`src/rtl/rgb565_grayscale_pipe_ise.sv`:
```
// rgb565_grayscale_pipe_ise: pipelined four-lane RGB565 -> 8-bit luma custom instruction
// with run-time programmable coefficients, gray/binary output mode and threshold.
module rgb565_grayscale_pipe_ise #(
    parameter logic [7:0]  customInstructionId = 8'd13,
    parameter int unsigned PIPELINE            = 2
) (
    input  logic        clock,
    input  logic        reset,
    input  logic        ciStart,
    input  logic        ciCke,
    input  logic [7:0]  ciN,
    input  logic [31:0] ciValueA,
    input  logic [31:0] ciValueB,
    output logic        ciDone,
    output logic [31:0] ciResult
);
    typedef enum logic [1:0] {IDLE, BUSY, DONE} state_t;
    localparam logic [7:0] DEF_R = 8'd77, DEF_G = 8'd150, DEF_B = 8'd29, DEF_THR = 8'h80;
    localparam logic [1:0] CNT_INIT = (PIPELINE >= 2) ? 2'(PIPELINE - 2) : 2'd0;
    // Only s[17:8] matters downstream, so the sum is carried as 10 bits.
    function automatic logic [9:0] lane_sum(input logic [15:0] p, input logic [7:0] cr, cg, cb);
        logic [4:0] r, b;
        logic [5:0] g;
        r = p[7:3];
        g = {p[2:0], p[15:13]};
        b = p[12:8];
        return 10'((18'({r, r[4:2]}) * 18'(cr) + 18'({g, g[5:4]}) * 18'(cg)
                  + 18'({b, b[4:2]}) * 18'(cb)) >> 8);
    endfunction
    function automatic logic [7:0] lane_out(input logic [9:0] s, input logic bin, input logic [7:0] thr);
        logic [7:0] y;
        y = (|s[9:8]) ? 8'hFF : s[7:0];
        return bin ? ((y >= thr) ? 8'hFF : 8'h00) : y;
    endfunction
    state_t      state_q, state_d;
    logic [1:0]  cnt_q, cnt_d;
    logic        done_q, done_d;
    logic [31:0] res_q, res_d;
    logic [7:0]  coef_r_q, coef_r_d, coef_g_q, coef_g_d, coef_b_q, coef_b_d, thr_q, thr_d;
    logic        mode_q, mode_d;
    logic [63:0] pix_q, pix_d;
    logic [7:0]  scr_q, scr_d, scg_q, scg_d, scb_q, scb_d, sthr_q, sthr_d;
    logic        smode_q, smode_d;
    logic [3:0][9:0] sum_q, sum_d, sum_in, sum_op;
    logic [31:0] y_in, y_op, y_sum, cfg_rd;
    logic [63:0] pix_in;
    logic        hit_cvt, hit_cfg, idle_start;
    assign pix_in     = {ciValueB, ciValueA};
    assign hit_cvt    = ciN == customInstructionId;
    assign hit_cfg    = ciN == customInstructionId + 8'd1;
    assign idle_start = ciStart && state_q == IDLE;
    assign cfg_rd     = {mode_q, thr_q[6:0], coef_r_q, coef_g_q, coef_b_q};
    for (genvar i = 0; i < 4; i++) begin : g_lane
        assign sum_in[i]        = lane_sum(pix_in[16*i +: 16], coef_r_q, coef_g_q, coef_b_q);
        assign sum_op[i]        = lane_sum(pix_q[16*i +: 16], scr_q, scg_q, scb_q);
        assign y_in[8*i +: 8]   = lane_out(sum_in[i], mode_q, thr_q);
        assign y_op[8*i +: 8]   = lane_out(sum_op[i], smode_q, sthr_q);
        assign y_sum[8*i +: 8]  = lane_out(sum_q[i], smode_q, sthr_q);
    end
    always_comb begin
        state_d  = state_q;
        cnt_d    = cnt_q;
        done_d   = 1'b0;
        res_d    = 32'd0;
        coef_r_d = coef_r_q;
        coef_g_d = coef_g_q;
        coef_b_d = coef_b_q;
        thr_d    = thr_q;
        mode_d   = mode_q;
        pix_d    = pix_q;
        scr_d    = scr_q;
        scg_d    = scg_q;
        scb_d    = scb_q;
        sthr_d   = sthr_q;
        smode_d  = smode_q;
        sum_d    = sum_q;
        if (ciCke) begin
            if (idle_start && hit_cfg) begin
                state_d = DONE;
                done_d  = 1'b1;
                if (ciValueA[1:0] == 2'd0) begin
                    coef_r_d = ciValueB[23:16];
                    coef_g_d = ciValueB[15:8];
                    coef_b_d = ciValueB[7:0];
                end else if (ciValueA[1:0] == 2'd1) begin
                    thr_d  = ciValueB[7:0];
                    mode_d = ciValueB[8];
                end else if (ciValueA[1:0] == 2'd2) begin
                    res_d = cfg_rd;
                end else begin
                    coef_r_d = DEF_R;
                    coef_g_d = DEF_G;
                    coef_b_d = DEF_B;
                    thr_d    = DEF_THR;
                    mode_d   = 1'b0;
                end
            end else if (idle_start && hit_cvt) begin
                // Snapshot config so later writes cannot disturb this conversion.
                pix_d   = pix_in;
                scr_d   = coef_r_q;
                scg_d   = coef_g_q;
                scb_d   = coef_b_q;
                sthr_d  = thr_q;
                smode_d = mode_q;
                state_d = (PIPELINE <= 1) ? DONE : BUSY;
                done_d  = PIPELINE <= 1;
                res_d   = (PIPELINE <= 1) ? y_in : 32'd0;
                cnt_d   = CNT_INIT;
            end else if (state_q == BUSY) begin
                state_d = (cnt_q == 2'd0) ? DONE : BUSY;
                done_d  = cnt_q == 2'd0;
                res_d   = (cnt_q != 2'd0) ? 32'd0 : (PIPELINE >= 3) ? y_sum : y_op;
                cnt_d   = (cnt_q == 2'd0) ? cnt_q : cnt_q - 2'd1;
                sum_d   = sum_op;
            end else if (state_q == DONE) begin
                state_d = IDLE;
            end
        end
    end
    always_ff @(posedge clock or negedge reset) begin
        if (!reset) begin
            state_q  <= IDLE;
            cnt_q    <= 2'd0;
            done_q   <= 1'b0;
            res_q    <= 32'd0;
            coef_r_q <= DEF_R;
            coef_g_q <= DEF_G;
            coef_b_q <= DEF_B;
            thr_q    <= DEF_THR;
            mode_q   <= 1'b0;
            pix_q    <= 64'd0;
            scr_q    <= 8'd0;
            scg_q    <= 8'd0;
            scb_q    <= 8'd0;
            sthr_q   <= 8'd0;
            smode_q  <= 1'b0;
            sum_q    <= '0;
        end else begin
            state_q  <= state_d;
            cnt_q    <= cnt_d;
            done_q   <= done_d;
            res_q    <= res_d;
            coef_r_q <= coef_r_d;
            coef_g_q <= coef_g_d;
            coef_b_q <= coef_b_d;
            thr_q    <= thr_d;
            mode_q   <= mode_d;
            pix_q    <= pix_d;
            scr_q    <= scr_d;
            scg_q    <= scg_d;
            scb_q    <= scb_d;
            sthr_q   <= sthr_d;
            smode_q  <= smode_d;
            sum_q    <= sum_d;
        end
    end
    assign ciDone   = done_q;
    assign ciResult = res_q;
endmodule

```
`config.mk`:
```
export PLATFORM = sky130hd
export DESIGN_NAME = rgb565_grayscale_pipe_ise
export DESIGN_NICKNAME = d
export VERILOG_FILES = /design/src/rtl/rgb565_grayscale_pipe_ise.sv
export SDC_FILE = /design/constraint.sdc
export NUM_CORES = 2
export LEC_CHECK = 0
export CAP_MARGIN = 25
export CORE_ASPECT_RATIO = 0.7
export CORE_MARGIN = 2
export CORE_UTILIZATION = 40
export DETAILED_ROUTE_END_ITERATION = 6
export MAX_ROUTING_LAYER = met4
export PLACE_DENSITY_LB_ADDON = 0.12
export SLEW_MARGIN = 20
export SYNTH_ARGS = -nofsm -noshare
export SYNTH_HDL_FRONTEND = slang
export SYNTH_SLANG_ARGS = --single-unit
```
`constraint.sdc`:
```
create_clock -name clock -period 7.75 [get_ports clock]
set_input_delay 0.775 -clock clock [delete_from_list [all_inputs] [get_ports clock]]
set_output_delay 0.775 -clock clock [all_outputs]
set_load 0.02 [all_outputs]
```
Word level (Yosys, flattened, before mapping)
Cells that the tools add are included.
{ "op_classes": {"multipliers": 12, "bitwise_logic": 2, "n_eq_ne": 10, "reduce_logical": 18, "magnitude_cmp": 4, "n_shift": 0, "mux": 45, "div": 0, "addsub": 9} }
{ "ops": {"columns": ["op", "n"], "rows": [
  ["2-to-1 mux 32 bit", 8],
  ["multiplier 8 x 8 -> 16 bit", 12],
  ["2-to-1 mux 8 bit", 23],
  ["adder 17 x 16 -> 18 bit", 4],
  ["adder 16 x 16 -> 17 bit", 4],
  [">= comparator 8 bit", 4],
  ["equality test 8 x 4 -> 1 bit (second input constant)", 2],
  ["2-to-1 mux 2 bit", 8],
  ["AND reduction 4 bit", 3],
  ["inequality test 2 bit (second input constant)", 4],
  ["OR reduction 2 bit", 4],
  ["logical NOT 2 bit", 3],
  ["2-to-1 mux 1 bit", 6],
  ["equality test 2 x 1 -> 1 bit (second input constant)", 2],
  ["equality test 2 bit (second input constant)", 2],
  ["nonzero test 2 bit", 2],
  ["nonzero test 4 bit", 1],
  ["logical AND 1 bit", 3],
  ["AND reduction 3 bit", 1],
  ["inverter 1 bit", 2],
  ["AND reduction 2 bit", 1],
  ["subtractor 2 x 1 -> 2 bit (second input constant)", 1]
]} }
{ "totals": {"n_memories": 0, "regBits": 167, "wordCells": 115, "ram_bits": 0, "mem_bits_ro": 0, "latch_bits": 0} }

Depth between registers and ports, before layout
{ "logic_depth": {"ltp_word": 13, "mapped_depth": 34} }

Worst setup path before layout
OpenSTA, ideal clock, no wires.
{ "synth_path": {"path_kind": "reg-to-reg", "startpoint": "register scr_q[0]", "endpoint": "register res_q[0], in the netlist ciResult[0]", "arrival_time_ns": 7.719, "slack_ns": -0.108, "stages_incl_launch_ff": 32, "required_time_ns": 7.612, "cell_sequence": "dfrtp_1 clkbuf_1 and2_1 fa_1 fa_1 inv_1 fa_1 fa_1 inv_1 fa_1 fa_1 inv_1 fa_1 inv_1 ha_1 a2111oi_2 o31ai_2 a311oi_1 nor2_1 nor3_1 a21oi_1 a21oi_2 and2_1 ha_1 nand2b_1 a21o_1 a21o_1 a21oi_1 o21ai_0 o41a_1 o21ai_0 a31oi_1"} }
{ "synth_between": {"elab_chain_cells": 13} }
{ "synth_rtl": {"columns": ["element", "line", "text"], "rows": [
  ["from (decl)", "42", "logic [7:0] scr_q, scr_d, scg_q, scg_d, scb_q, scb_d, sthr_q, sthr_d;"],
  ["from (signal assigned)", "149", "scr_q <= scr_d;"],
  ["multiplier 8 x 8 -> 16 bit (*)", "27", "return 10'((18'({r, r[4:2]}) * 18'(cr) + 18'({g, g[5:4]}) * 18'(cg)"],
  ["adder 16 x 16 -> 17 bit (*)", "27", null],
  ["adder 17 x 16 -> 18 bit (*)", "28", "+ 18'({b, b[4:2]}) * 18'(cb)) >> 8);"],
  ["OR reduction 2 bit", "32", "y = (|s[9:8]) ? 8'hFF : s[7:0];"],
  ["2-to-1 mux 8 bit (*)", "32", null],
  [">= comparator 8 bit", "33", "return bin ? ((y >= thr) ? 8'hFF : 8'h00) : y;"],
  ["2-to-1 mux 8 bit", "33", null],
  ["2-to-1 mux 8 bit (*)", "33", null],
  ["2-to-1 mux 32 bit (*)", "112", "res_d = (cnt_q != 2'd0) ? 32'd0 : (PIPELINE >= 3) ? y_sum : y_op;"],
  ["2-to-1 mux 32 bit (*)", "109", "end else if (state_q == BUSY) begin"],
  ["2-to-1 mux 32 bit (*)", "97", "end else if (idle_start && hit_cvt) begin"],
  ["2-to-1 mux 32 bit (*)", "78", "if (idle_start && hit_cfg) begin"],
  ["2-to-1 mux 32 bit (*)", "77", "if (ciCke) begin"],
  ["named net res_d[0]", "38", "logic [31:0] res_q, res_d;"],
  ["to (signal assigned)", "142", "res_q <= res_d;"],
  ["to (decl)", "38", null]
]} }
Mark *: on every way through the listed nets, which the timed path passes. The rest lies on a longest branch.
A chain may end at the register's enable or synchronous reset.

Worst setup path in the final report
{ "layout_path": {"startpoint": "register scg_q[7]", "endpoint": "register res_q[11], in the netlist ciResult[11]"} }
{ "layout_between": {"elab_chain_cells": 13} }
{ "layout_rtl": {"columns": ["element", "line", "text"], "rows": [
  ["from (decl)", "42", null],
  ["from (signal assigned)", "150", "scg_q <= scg_d;"],
  ["multiplier 8 x 8 -> 16 bit (*)", "27", null],
  ["adder 16 x 16 -> 17 bit (*)", "27", null],
  ["adder 17 x 16 -> 18 bit (*)", "28", null],
  ["OR reduction 2 bit", "32", null],
  ["2-to-1 mux 8 bit (*)", "32", null],
  [">= comparator 8 bit", "33", null],
  ["2-to-1 mux 8 bit", "33", null],
  ["2-to-1 mux 8 bit (*)", "33", null],
  ["2-to-1 mux 32 bit (*)", "112", null],
  ["2-to-1 mux 32 bit (*)", "109", null],
  ["2-to-1 mux 32 bit (*)", "97", null],
  ["2-to-1 mux 32 bit (*)", "78", null],
  ["2-to-1 mux 32 bit (*)", "77", null],
  ["named net res_d[11]", "38", null]
]} }
Marks and branches as above.

==> flow_metrics.env <==
export IMPL_ios=109
export IMPL_cp_start_kind="flop"
export IMPL_die_y_um=244
export IMPL_crit_path_max_fanout=6
export IMPL_antenna_found_initial=8
export IMPL_worst_slew_pin_slew_ns=1.11
export IMPL_fin_tns_setup_ns=-3.89
export IMPL_skew_ns=0.0172
export IMPL_wire_per_inst_um=20.5
export IMPL_powerDensity_nw_per_um2=51.2
export IMPL_core_area_um2=81000
export IMPL_synth_most_common_cell="inv_1"
export IMPL_ys_seq_area_share_pct=12.7
export IMPL_ctsHoldBuffers=0
export IMPL_synth_main_ff_cell="dfrtp_1"
export IMPL_tritoncts="built"
export IMPL_port_buffers=108
export IMPL_fin_crit_sh_pct=103
export IMPL_syn_inst=3400
export IMPL_gp_congestion=0.896
export IMPL_critical_path_class="flop to flop"
export IMPL_setup_viol=32
export IMPL_rrSetupSlack_ns=-0.20
export IMPL_finalWirelength_um=103000
export IMPL_critPathMaxStageDelay_ns=0.60
export IMPL_grt_pass1_wl_um=158000
export IMPL_hpwl_um=89600
export IMPL_cap_viol_max_count=0
export IMPL_drc=0
export IMPL_die_x_um=347
export IMPL_drive_above_1_share_pct=20.7
export IMPL_numCtsBuffers=17
export IMPL_synth_area_leader_cell="fa_1"
export IMPL_cts_sinks=167
export IMPL_yosysTopAreaCellShare_pct=38.0
export IMPL_cp_required_ns=8.13
export IMPL_drtIter0Drc=1591
export IMPL_grt_usage_pct=26.1
export IMPL_drv_slew=0
export IMPL_die_area_um2=84600
export IMPL_grt_ovfl_total=0
export IMPL_cts_root_buf="clkbuf_16"
export IMPL_path_common_cell="fa_1"
export IMPL_yosys_warnings=0
export IMPL_post_place_ws_ns=-0.522
export IMPL_p_leak_nw=22.6
export IMPL_hold_violations=0
export IMPL_core_rowCount=87
export IMPL_clk_insertion_delay_late_ns=0.49
export IMPL_violations="negative setup slack"
export IMPL_synth_seq_cells=167
export IMPL_grt_pass1_vias=25200
export IMPL_postLayoutCoreUtil_pct=49.9
export IMPL_clk_path_buf_depth=2
export IMPL_ant_nets=0
export IMPL_grt_max_degree=106
export IMPL_timing_final_ws_setup_ns=-0.204
export IMPL_layout_min_cycle_time_ns=7.95
export IMPL_syn_nets=4515
export IMPL_whs_ns=0.284
export IMPL_synthArstFlopShare_pct=100
export IMPL_synth_commonest_cells="inv_1, fa_1, ha_1, and2_1, nand2_1"
export IMPL_crit_arrival_ns=8.34
export IMPL_via_count=23800
export IMPL_clkTransAtPathRegs_ns=0.08
export IMPL_hold_class="input port to async pin"
export IMPL_synth_distinct_cells=83
export IMPL_max_slew_margin_pct=26.2
export IMPL_peakVddDrop_v=0.000170
export IMPL_start_util_pct=40.6
export IMPL_cts_max_level=4
export IMPL_fillers=7731
export IMPL_synth_edf_count=0
export IMPL_drt_pass1_iter_count=5
export IMPL_crit_slowest_cell="fa_2"
export IMPL_status="complete, but fails checks"
export IMPL_synthToLayoutAreaGrowth_pct=22.8
export IMPL_end_kind="flop"
export IMPL_vias_per_cell=4.73
export IMPL_rsz0062_at_grt="true"
export IMPL_syn_area_um2=32900
export IMPL_max_freq_mhz=126
export IMPL_fin_nets=5058
export IMPL_ys_top_cells_by_area="fa_1, ha_1, dfrtp_1"
export IMPL_synth_area_per_cell_um2=9.68
flip-flops by register name, summed over array words and instances, names as in the netlist, 2 cells and up:
register and flops:
scr_q 8, scg_q 8, coef_b_q 8, ciResult 32
coef_g_q 8, thr_q 8, coef_r_q 8, scb_q 8
state_q 2, sthr_q 8, cnt_q 2, pix_q 64
stage by stage:
step | power (mW) | instance area (um2) | std cells
after floorplan | 1.00 | 32900 | 3400
after detailed placement | 1.14 | 38700 | 4958
final | 2.07 | 40400 | 5028
after global routing | 2.14 | 40400 | 5026
after CTS | 2.08 | 39700 | 5005
after global placement | 1.14 | 38700 | 4957
area by class of cell:
type	count	area [um2]	share of cell area, %
Multi-Input combinational cell	2180	25300	62.6
Timing Repair Buffer	613	5340	13.2
Sequential cell	167	4220	10.4
Inverter	964	3620	8.95
Tap cell	1068	1340	3.31
Clock buffer	18	439	1.09
Clock inverter	14	155	0.384
Antenna cell	4	10.0	0.0248
layer usage:
layer	track usage (%)	wire, um
met5	-	0
met3	8.03	9910
met2	33.5	39200
met4	3.71	1270
met1	40.3	52700
critical path, delay by kind of cell, from the launching register on:
| family | cells | cell delay [ns] |
|---|---|---|
| fa+ha+maj | 9 | 4.21 |
| buf+inv | 7 | 0.68 |
| compound gates | 8 | 1.45 |
| flops | 1 | 0.43 |
| simple gates | 6 | 0.94 |
| xor+xnor | 1 | 0.12 |
report_power, final:
part,internal (mW),switching (mW)
combinational,0.0868,0.123
sequential,0.894,0.0261
clock,0.466,0.474
path summary, 6_finish.rpt:
kind | to | start | cells past startpoint
min in group clock | thr_q[7] | thr_q[7] | 2
max reg2reg | ciResult[11] | scg_q[7] | 31
min | pix_q[14] | reset | 1
max | ciResult[11] | scg_q[7] | 31
max in group asynchronous | pix_q[48] | reset | 2
min reg2reg | thr_q[7] | thr_q[7] | 2
layout by cell type (no fill, tap or decap), types with 24 or more instances in the layout:
cell type / synthesis / routed
fa_2: 0 / 35
a31oi_1: 24 / 24
nor2_1: 41 / 36
and2_1: 362 / 341
fa_1: 624 / 589
nand2_1: 288 / 286
dfrtp_1: 154 / 137
clkdlybuf4s50_1: 0 / 107
a21oi_1: 55 / 37
mux2_2: 89 / 89
o21ai_0: 72 / 52
buf_12: 0 / 26
buf_4: 5 / 454
inv_1: 964 / 944
ha_1: 415 / 402
xnor2_1: 25 / 24
a21o_1: 30 / 30
timing repair:
action	4_1_cts	5_1_grt
gates cloned	0	3
gates resized for setup	81	127
pin swaps	52	112
setup endpoints to repair	32	32
hold endpoints to repair	0	0
buffers inserted	15	16
kinds of logic after synthesis:
| family | Yosys count | share of synthesized area [%] |
|---|---|---|
| buffers and inverters | 1053 | 12.2 |
| multiplexers | 90 | 3.09 |
| flip-flops | 167 | 12.7 |
| AO/OA/AOI/OAI | 248 | 5.03 |
| AND/OR/NAND/NOR | 765 | 12.2 |
| XOR/XNOR | 38 | 1.01 |
| adder cells (fa/ha/maj) | 1039 | 53.7 |
No activity file was read; power rests on OpenSTA's default activity.
